## config.mk

```make
export PLATFORM = sky130hd
export DESIGN_NAME = sram_like_to_axi
export DESIGN_NICKNAME = d
export VERILOG_FILES = /design/src/rtl/sram_like_to_axi.sv
export SDC_FILE = /design/constraint.sdc
export NUM_CORES = 1
export LEC_CHECK = 0
export CORE_AREA = 4 4 140 142
export DETAILED_ROUTE_END_ITERATION = 16
export DIE_AREA = 0 0 144 146
export HOLD_SLACK_MARGIN = 0.1
export PLACE_DENSITY = 0.66
export SLEW_MARGIN = 40
export SYNTH_ARGS = -nofsm -noshare
export SYNTH_HDL_FRONTEND = slang
export SYNTH_SLANG_ARGS = --single-unit
```

## constraint.sdc

```tcl
create_clock -name clk -period 4.4 [get_ports clk]
set_input_delay 0.88 -clock clk [delete_from_list [all_inputs] [get_ports clk]]
set_output_delay 0.88 -clock clk [all_outputs]
set_load 0.02 [all_outputs]
```

## src/rtl/sram_like_to_axi.sv

```systemverilog
// Bridges two SRAM-like CPU ports (instruction and data) onto one AXI3 master.
// It carries one single-beat transaction at a time, and the data port wins arbitration.
module sram_like_to_axi (
  input  logic        clk,
  input  logic        rst,
  // instruction port
  input  logic        inst_req,
  input  logic        inst_wr,
  input  logic [1:0]  inst_size,
  input  logic [31:0] inst_addr,
  input  logic [31:0] inst_wdata,
  output logic [31:0] inst_rdata,
  output logic        inst_addr_ok,
  output logic        inst_data_ok,
  // data port
  input  logic        data_req,
  input  logic        data_wr,
  input  logic [1:0]  data_size,
  input  logic [31:0] data_addr,
  input  logic [31:0] data_wdata,
  output logic [31:0] data_rdata,
  output logic        data_addr_ok,
  output logic        data_data_ok,
  // AXI read address / data
  output logic [3:0]  arid,
  output logic [31:0] araddr,
  output logic [2:0]  arsize,
  output logic        arvalid,
  input  logic        arready,
  input  logic [3:0]  rid,
  input  logic [31:0] rdata,
  input  logic        rvalid,
  output logic        rready,
  // AXI write address / data / response
  output logic [31:0] awaddr,
  output logic [2:0]  awsize,
  output logic        awvalid,
  input  logic        awready,
  output logic [31:0] wdata,
  output logic [3:0]  wstrb,
  output logic        wvalid,
  input  logic        wready,
  input  logic        bvalid,
  output logic        bready
);

  typedef enum logic [2:0] {
    IDLE    = 3'd0,
    RD_ADDR = 3'd1,
    RD_DATA = 3'd2,
    WR_REQ  = 3'd3,
    WR_RESP = 3'd4
  } state_t;

  state_t      state;
  logic        sel_data;
  logic [1:0]  size_r;
  logic [31:0] addr_r;
  logic [31:0] wdata_r;
  logic [3:0]  wstrb_r;

  logic        req_any;
  logic        req_wr;
  logic [1:0]  req_size;
  logic [31:0] req_addr;
  logic [31:0] req_wdata;
  logic        resp_fire;
  logic        unused_rid;

  // Byte-lane strobe for a single beat; size 3 is illegal and writes no lanes.
  function automatic logic [3:0] strb_of(input logic [1:0] size, input logic [1:0] lo);
    logic [3:0] s;
    case (size)
      2'd0:    s = 4'b0001 << lo;
      2'd1:    s = lo[1] ? 4'b1100 : 4'b0011;
      2'd2:    s = 4'b1111;
      default: s = 4'b0000;
    endcase
    return s;
  endfunction

  assign req_any   = inst_req | data_req;
  assign req_wr    = data_req ? data_wr    : inst_wr;
  assign req_size  = data_req ? data_size  : inst_size;
  assign req_addr  = data_req ? data_addr  : inst_addr;
  assign req_wdata = data_req ? data_wdata : inst_wdata;

  assign data_addr_ok = rst & (state == IDLE) & data_req;
  assign inst_addr_ok = rst & (state == IDLE) & inst_req & ~data_req;

  // Ready is only high in the matching wait state, so stray responses never complete anything.
  assign resp_fire    = (rready & rvalid) | (bready & bvalid);
  assign inst_data_ok = resp_fire & ~sel_data;
  assign data_data_ok = resp_fire &  sel_data;
  assign inst_rdata   = rdata;
  assign data_rdata   = rdata;

  assign arid   = {3'b000, sel_data};
  assign araddr = addr_r;
  assign arsize = {1'b0, size_r};
  assign awaddr = addr_r;
  assign awsize = {1'b0, size_r};
  assign wdata  = wdata_r;
  assign wstrb  = wstrb_r;
  assign unused_rid = ^rid;

  always_ff @(posedge clk or negedge rst) begin
    if (!rst) begin
      state    <= IDLE;
      sel_data <= 1'b0;
      size_r   <= 2'd0;
      addr_r   <= 32'd0;
      wdata_r  <= 32'd0;
      wstrb_r  <= 4'd0;
      arvalid  <= 1'b0;
      rready   <= 1'b0;
      awvalid  <= 1'b0;
      wvalid   <= 1'b0;
      bready   <= 1'b0;
    end else begin
      case (state)
        IDLE: begin
          if (req_any) begin
            sel_data <= data_req;
            size_r   <= req_size;
            addr_r   <= req_addr;
            wdata_r  <= req_wdata;
            wstrb_r  <= req_wr ? strb_of(req_size, req_addr[1:0]) : 4'b0000;
            if (req_wr) begin
              state   <= WR_REQ;
              awvalid <= 1'b1;
              wvalid  <= 1'b1;
            end else begin
              state   <= RD_ADDR;
              arvalid <= 1'b1;
            end
          end
        end
        RD_ADDR: begin
          if (arready) begin
            arvalid <= 1'b0;
            rready  <= 1'b1;
            state   <= RD_DATA;
          end
        end
        RD_DATA: begin
          if (rvalid) begin
            rready <= 1'b0;
            state  <= IDLE;
          end
        end
        WR_REQ: begin
          // AW and W complete independently; wait until both have handshaken.
          if (awvalid && awready) awvalid <= 1'b0;
          if (wvalid && wready)   wvalid  <= 1'b0;
          if ((!awvalid || awready) && (!wvalid || wready)) begin
            bready <= 1'b1;
            state  <= WR_RESP;
          end
        end
        WR_RESP: begin
          if (bvalid) begin
            bready <= 1'b0;
            state  <= IDLE;
          end
        end
        default: state <= IDLE;
      endcase
    end
  end

endmodule

```

* Word-level counts from Yosys, hierarchy flattened
Index checks and enable logic that the tools add are counted.
** Cells by class
- Eq/ne operators :: 15
- Shifts and indexed selects :: 1
- Multiplexer cells :: 30
- Bitwise logic cells :: 12
- Reductions and logical operators :: 20
** Operator list (count)
- 32-bit 2-to-1 mux :: 2
- 2-bit != test (second input constant) :: 9
- 3-bit 2-to-1 mux :: 5
- 3-bit case mux with 5 select lines :: 1
- 1-bit 2-to-1 mux :: 12
- 4-bit case mux with 3 select lines :: 1
- 4-bit AND reduction :: 3
- 1-bit case mux with 2 select lines :: 5
- 1-bit AND :: 8
- 4-bit 2-to-1 mux :: 2
- 2-bit nonzero test :: 4
- 3-bit by 2-bit == test with 1-bit output (second input constant) :: 2
- 3-bit AND reduction :: 2
- 5-bit AND reduction :: 1
- 2-bit 2-to-1 mux :: 2
- 1-bit by 2-bit left shift with 4-bit output (first input constant) :: 1
- 3-bit by 1-bit == test with 1-bit output (second input constant) :: 1
- 3-bit == test (second input constant) :: 1
- 1-bit logical AND :: 3
- 3-bit logical NOT :: 1
- 2-bit by 1-bit == test with 1-bit output (second input constant) :: 1
- 2-bit == test (second input constant) :: 1
- 1-bit logical NOT :: 2
- 2-bit logical NOT :: 1
- 4 further kinds :: 7
** Word-level totals
- Bits in registers :: 79
- Input port bits :: 179
- Output and inout port bits :: 183
- Word-level logic and storage cells :: 89

* Logic depth before layout (Yosys ltp)
Gate-level depths: netlist (run 1).
- Depth in word-level cells :: 5
- Mapped depth :: 7
- Mapped depth without buffers :: 4

* Worst setup path before layout (run 1)
OpenSTA, ideal clock, no wires.
- Path kind :: input port to output port
- Start point :: in data_req
- End point :: out inst_addr_ok
- Arrival time :: 1.711 ns
- Required time :: 3.520 ns
- Setup slack :: 1.809 ns
- Stages :: 4
- Buffers on the path :: 3
- Path through :: buf_4 > buf_6 > buf_4 > and4b_1
** On the way
- Word-level cells in the longest chain between the ends :: 2
** Ends and longest elaborated chain
- start, declared :: RTL line 16 : input logic data_req,
- 1-bit NOT :: RTL line 89 : assign inst_addr_ok = rst & (state == IDLE) & inst_req & ~data_req;
- 1-bit AND :: RTL line 89
- end, declared :: RTL line 13 : output logic inst_addr_ok,
Every way passes these cells.

* Worst setup path after layout (run 1)
- Start point :: in inst_req
- End point :: out inst_addr_ok
** On the way
- Word-level cells in the longest chain between the ends :: 2
** Ends and longest elaborated chain
- start, declared :: RTL line 7 : input logic inst_req,
- 1-bit AND (2 in a row) :: RTL line 89
Every way passes these cells.

==> results of run 1 <==
-- worst min path at each step --
stage / end / slack [ps] / depth (start not counted) / start
floorplan: sel_data / 500 / 1 / sel_data
global placement: wdata[10] / 460 / 2 / wdata[10]
finish: state[2] / 350 / 1 / rst
CTS: araddr[29] / 330 / 1 / rst
detailed placement: wdata[5] / 470 / 2 / wdata[5]
global route: araddr[29] / 320 / 1 / rst
-- power breakdown --
part           switching, mW  internal [mW]
clock network          0.306          0.382
logic                   1.30           1.20
registers              0.260           1.08
-- metal layers --
| layer | track usage, % | vias to the layer above | part of all wire (%) |
|---|---|---|---|
| li1 | - | 1759 | - |
| met1 | 13.4 | 1641 | 39 |
| met2 | 19.6 | 187 | 48 |
| met3 | 4.90 | 38 | 10 |
| met4 | 5.13 | 0 | 3.3 |
| met5 | 0 | - | 0 |
-- flip-flops by register name, indices dropped and copies added (netlist names), 2 cells and up --
| signal | cells |
|---|---|
| wdata | 32 |
| size_r | 2 |
| araddr | 32 |
| state | 3 |
| wstrb | 4 |
-- final cells by class --
class                   count  share of cell area [%]
well taps                 234                    4.31
clock buffers              11                    3.43
clock inverters             5                   0.516
inverters                   2                   0.111
flip-flops and latches     79                    29.1
multi-input cells         260                    24.1
repair buffers            262                    38.4
-- cell usage in the layout (no fill, tap or decap), types with 2 or more instances in the layout --
cell type,synthesis,routed
nand2b_1,5,5
inv_1,2,2
conb_1,1,5
a22o_1,4,4
nor2b_1,3,3
clkbuf_1,7,2
nand2_1,74,74
nor2_1,5,5
o21ai_0,12,12
clkinvlp_4,0,4
mux2i_1,66,66
a21o_1,2,2
nand3_1,2,2
buf_4,108,8
o21ai_1,61,61
dfrtp_1,79,79
a21oi_1,3,3
a21boi_0,2,2
clkbuf_16,0,9
o22a_1,2,2
clkdlybuf4s50_1,0,254
-- kinds of logic (layout without fill, tap and decap cells) --
family,after synthesis,after routing,share of synthesized area [%]
other,1,5,0.0821
and+or+nand+nor,94,94,8.96
muxes,67,67,14.7
buffers and inverters,129,280,21.3
DFF,79,79,43.3
AOI/OAI and AO/OA,94,94,11.6
-- worst max-delay path, cell delays in order --
cell,delay (ps)
clkdlybuf4s50_1,580
and4b_1,210
clkdlybuf4s50_1,600
==> results.py, run 1 <==
metrics = {
    "placed_design": {
        "place_inst": 837,
        "dp_hpwl_um": 10100,
        "place_congestion": 0.682,
        "portBuffers": 256,
        "place_ws_ps": 1240,
        "placed_cell_area_um2": 6520,
    },
    "sta": {
        "setup-tns-final_ps": 0,
        "clock.fmax_ghz": 0.316,
        "fin_worst_skew_ps": 5.92,
        "setup_viol": 0,
        "period_needed_ps": 3160,
        "finalCritPeriodShare_pct": 71.9,
        "worst_pin_slew_ps": 698,
        "rsz0062_at_grt": "false",
        "finalMaxSlewViolations": 0,
        "slew_headroom_pct": 53.5,
        "setup_ws_ps": 1240,
        "fin_hold_ws_ps": 348,
        "hold_violations": 0,
    },
    "logic_synthesis": {
        "yosys.cell_types.count": 34,
        "ys_seq_area_share_pct": 43.3,
        "synthTopCellsByCount": "buf_4, dfrtp_1, nand2_1, mux2i_1, o21ai_1",
        "postSynth.asyncResetShare_pct": 100,
        "yosysTopAreaCellShare_pct": 43.3,
        "synth_edf_count": 0,
        "netlist_area_um2": 4570,
        "synth-main-ff-cell": "dfrtp_1",
        "yosysWarnings": 0,
        "synth_top_cell_by_area": "dfrtp_1",
        "synthCells": 464,
        "ys_seq_elements": 79,
        "synth_most_common_cell": "buf_4",
        "synth_area_leaders": "dfrtp_1, buf_4, mux2i_1, o21ai_1, nand2_1",
        "avgSynthCellArea_um2": 9.84,
    },
    "floorplanning": {
        "core-area_um2": 18500,
        "die_y_um": 146,
        "die-area_um2": 21000,
        "ioPinCount": 362,
        "die_w_um": 144,
        "fp-row-count": 50,
        "start_util_pct": 24.7,
    },
    "global_route": {
        "grt_max_degree": 74,
        "grt-ovfl-total": 0,
        "grt_pass1_vias": 3573,
        "grt_first_pass_wirelength_um": 19500,
        "antenna_found_initial": 0,
        "grtUsageTotal_pct": 11.9,
    },
    "worst_setup_path": {
        "timing.rr.start": "state[1]",
        "regToRegSetupSlack_ps": 2630,
        "startpoint": "inst_req",
        "critPathCapture": "inst_addr_ok",
        "worstSetupEndpointType": "output pin",
        "worstPathArrival_ps": 2280,
        "critPathKind": "in2out",
        "r2r_cells": 4,
        "worst_r2r_endpoint": "wstrb[3]",
        "cp_max_fo": 4,
        "required_ps": 3520,
        "startpoint_type": "input pin",
    },
    "routing": {
        "firstDrtPassIters": 4,
        "ant_nets": 0,
        "drc": 0,
        "vias": 3625,
        "routed_wl_um": 12900,
        "routedWlPerCell_um": 15.2,
        "via_per_inst": 4.25,
        "drt_iter0_drc": 82,
    },
    "clock_network": {
        "cts_htree_levels": 3,
        "clkLatencyLatePin_ps": 330,
        "cts.clk_slew.worst_paths_ps": 60,
        "hold_buffers": 0,
        "root_buffer": "clkbuf_16",
        "cts_tree": "yes",
        "max-clock-path-buffers": 2,
        "clock-sinks": 79,
        "cts_setup_buffers": 0,
        "numCtsBuffers": 9,
        "cts-resized-gates": 0,
    },
    "cells_and_area": {
        "nets": 793,
        "final_cells": 853,
        "area_growth_pct": 48.6,
        "design_area_um2": 6790,
        "final-seq-area_um2": 1980,
        "fillerInstances": 1908,
        "drive_above_1_share_pct": 4.52,
        "post-route-util_pct": 36.8,
        "antenna_cells": 0,
        "multi_input_area_um2": 1640,
    },
    "status": {
        "status": "completed",
    },
    "job": {
        "cap_violations": 0,
    },
    "power": {
        "power_density_nw_per_um2": 666,
        "irDropWorstVdd_mv": 0.298,
        "leakage_nw": 2.91,
        "power.total_mw": 4.52,
    },
    "hold_path": {
        "holdCritPathClass": "in2async",
    },
}
(Power assumes the default switching activity.)
==> inputs of run 2 (changes only) <==
--- a/config.mk
+++ b/config.mk
@@ -9,7 +9,7 @@
 export DETAILED_ROUTE_END_ITERATION = 16
 export DIE_AREA = 0 0 144 146
 export HOLD_SLACK_MARGIN = 0.1
-export PLACE_DENSITY = 0.66
+export PLACE_DENSITY = 0.69
 export SLEW_MARGIN = 40
 export SYNTH_ARGS = -nofsm -noshare
 export SYNTH_HDL_FRONTEND = slang
==> constraint.sdc (replaced) <==
create_clock -name clk -period 2.59 [get_ports clk]
set_input_delay 0.518 -clock clk [delete_from_list [all_inputs] [get_ports clk]]
set_output_delay 0.518 -clock clk [all_outputs]
set_load 0.02 [all_outputs]
==> results.py, run 2 (synthesis gave the netlist of run 1 again) <==
metrics = {
    "clock_network": {
        "cts-resized-gates": 0,
        "cts_htree_levels": 3,
        "max-clock-path-buffers": 2,
        "numCtsBuffers": 9,
        "hold_buffers": 0,
        "clkLatencyLatePin_ps": 340,
        "root_buffer": "clkbuf_16",
        "cts_tree": "yes",
        "clock-sinks": 79,
        "cts_setup_buffers": 0,
        "cts.clk_slew.worst_paths_ps": 60,
    },
    "placed_design": {
        "portBuffers": 256,
        "dp_hpwl_um": 9840,
        "place_congestion": 0.754,
        "place_inst": 839,
    },
    "worst_setup_path": {
        "worstPathArrival_ps": 1870,
        "worstSetupEndpointType": "output pin",
        "cp_slowest_stage_delay_ps": 600,
        "crit_path_cell_trace": "nor3_4 -> and4b_1 -> clkdlybuf4s50_1",
        "critPathKind": "reg2out",
        "crit_slowest_cell": "clkdlybuf4s50_1",
        "cp_max_fo": 10,
        "startpoint_type": "flop",
        "required_ps": 2070,
    },
    "sta": {
        "rsz0062_at_grt": "false",
        "slew_headroom_pct": 56.9,
        "worst_pin_slew_ps": 647,
        "setup-tns-final_ps": 0,
        "hold_violations": 0,
        "finalCritPeriodShare_pct": 92.2,
        "clock.fmax_ghz": 0.419,
        "finalMaxSlewViolations": 0,
        "fin_worst_skew_ps": 10.5,
        "period_needed_ps": 2390,
        "setup_viol": 0,
    },
    "routing": {
        "via_per_inst": 4.17,
        "vias": 3564,
        "drc": 0,
        "routedWlPerCell_um": 14.7,
        "firstDrtPassIters": 4,
        "drt_iter0_drc": 124,
        "routed_wl_um": 12600,
        "ant_nets": 0,
    },
    "global_route": {
        "grt_pass1_vias": 3524,
        "top_usage_layer": "met2",
        "grt-ovfl-total": 0,
        "grtUsageTotal_pct": 11.7,
        "grt_max_degree": 80,
        "grt_first_pass_wirelength_um": 19400,
        "grt_use_met2_pct": 19.3,
        "antenna_found_initial": 0,
        "gr-usage-met1_pct": 13.5,
        "grt_use_met3_pct": 3.84,
    },
    "power": {
        "irDropWorstVdd_mv": 0.399,
        "leakage_nw": 2.96,
        "power_density_nw_per_um2": 1140,
    },
    "cells_and_area": {
        "final_cells": 855,
        "antenna_cells": 0,
        "layout_commonest_cell": "clkdlybuf4s50_1",
        "area_growth_pct": 50.0,
        "final_cell_mix": "clkdlybuf4s50_1, dfrtp_1, nand2_1, mux2i_1, o21ai_1",
        "drive_above_1_share_pct": 4.51,
        "nets": 795,
    },
    "floorplanning": {
        "fp-row-count": 50,
        "die_y_um": 146,
        "core-area_um2": 18500,
        "die-area_um2": 21000,
        "start_util_pct": 24.7,
        "ioPinCount": 362,
        "die_w_um": 144,
    },
    "status": {
        "status": "completed",
    },
    "hold_path": {
        "holdCritPathClass": "in2async",
    },
    "job": {
        "cap_violations": 0,
    },
}
==> run 2: worst max-delay path, delay by kind of cell, from the launching register on <==
family,cells,cell delay [ps]
DFF,1,490
buffers and inverters,1,600
and+or+nand+nor,2,440
==> run 2: worst paths after layout <==
check	startpoint	to	slack, ps	cells past startpoint
max in group asynchronous	rst	araddr[8]	1810	2
min	rst	araddr[30]	330	2
max	state[1]	inst_addr_ok	200	3
max reg2reg	state[1]	wstrb[3]	1020	5
min reg2reg	wdata[9]	wdata[9]	480	2
min in group clk	wdata[9]	wdata[9]	480	2
==> run 2: through the flow <==
step	power [mW]	instance area [um2]	worst slack [ps]	utilization (%)	hold slack [ps]
2_1_floorplan	4.98	4580	723	-	222
3_3_place_gp	6.61	6560	250	35.5	464
4_1_cts	7.98	6850	163	37.1	367
6_report	7.83	6850	201	37.1	335
5_1_grt	8.41	6850	86.3	37.1	386
3_5_place_dp	6.67	6560	256	35.6	471
==> run 2: power breakdown <==
group,switching (mW),internal [mW]
clock,0.505,0.749
combinational,2.20,2.09
sequential,0.450,1.83
total,3.16,4.67
==> run 2: routing by layer <==
metal	vias up	share of wire [%]
met3	33	9.3
met4	0	3.1
met1	1599	40
met2	169	48
li1	1763	-
met5	-	0
==> run 2: layout make-up <==
cell class / count / area [um2]
fillers: 1877 / 11600
repair buffers: 264 / 2650
flip-flops and latches: 79 / 1980
multi-input cells: 260 / 1640
well taps: 234 / 293
clock buffers: 13 / 240
clock inverters: 3 / 43.8
inverters: 2 / 7.51
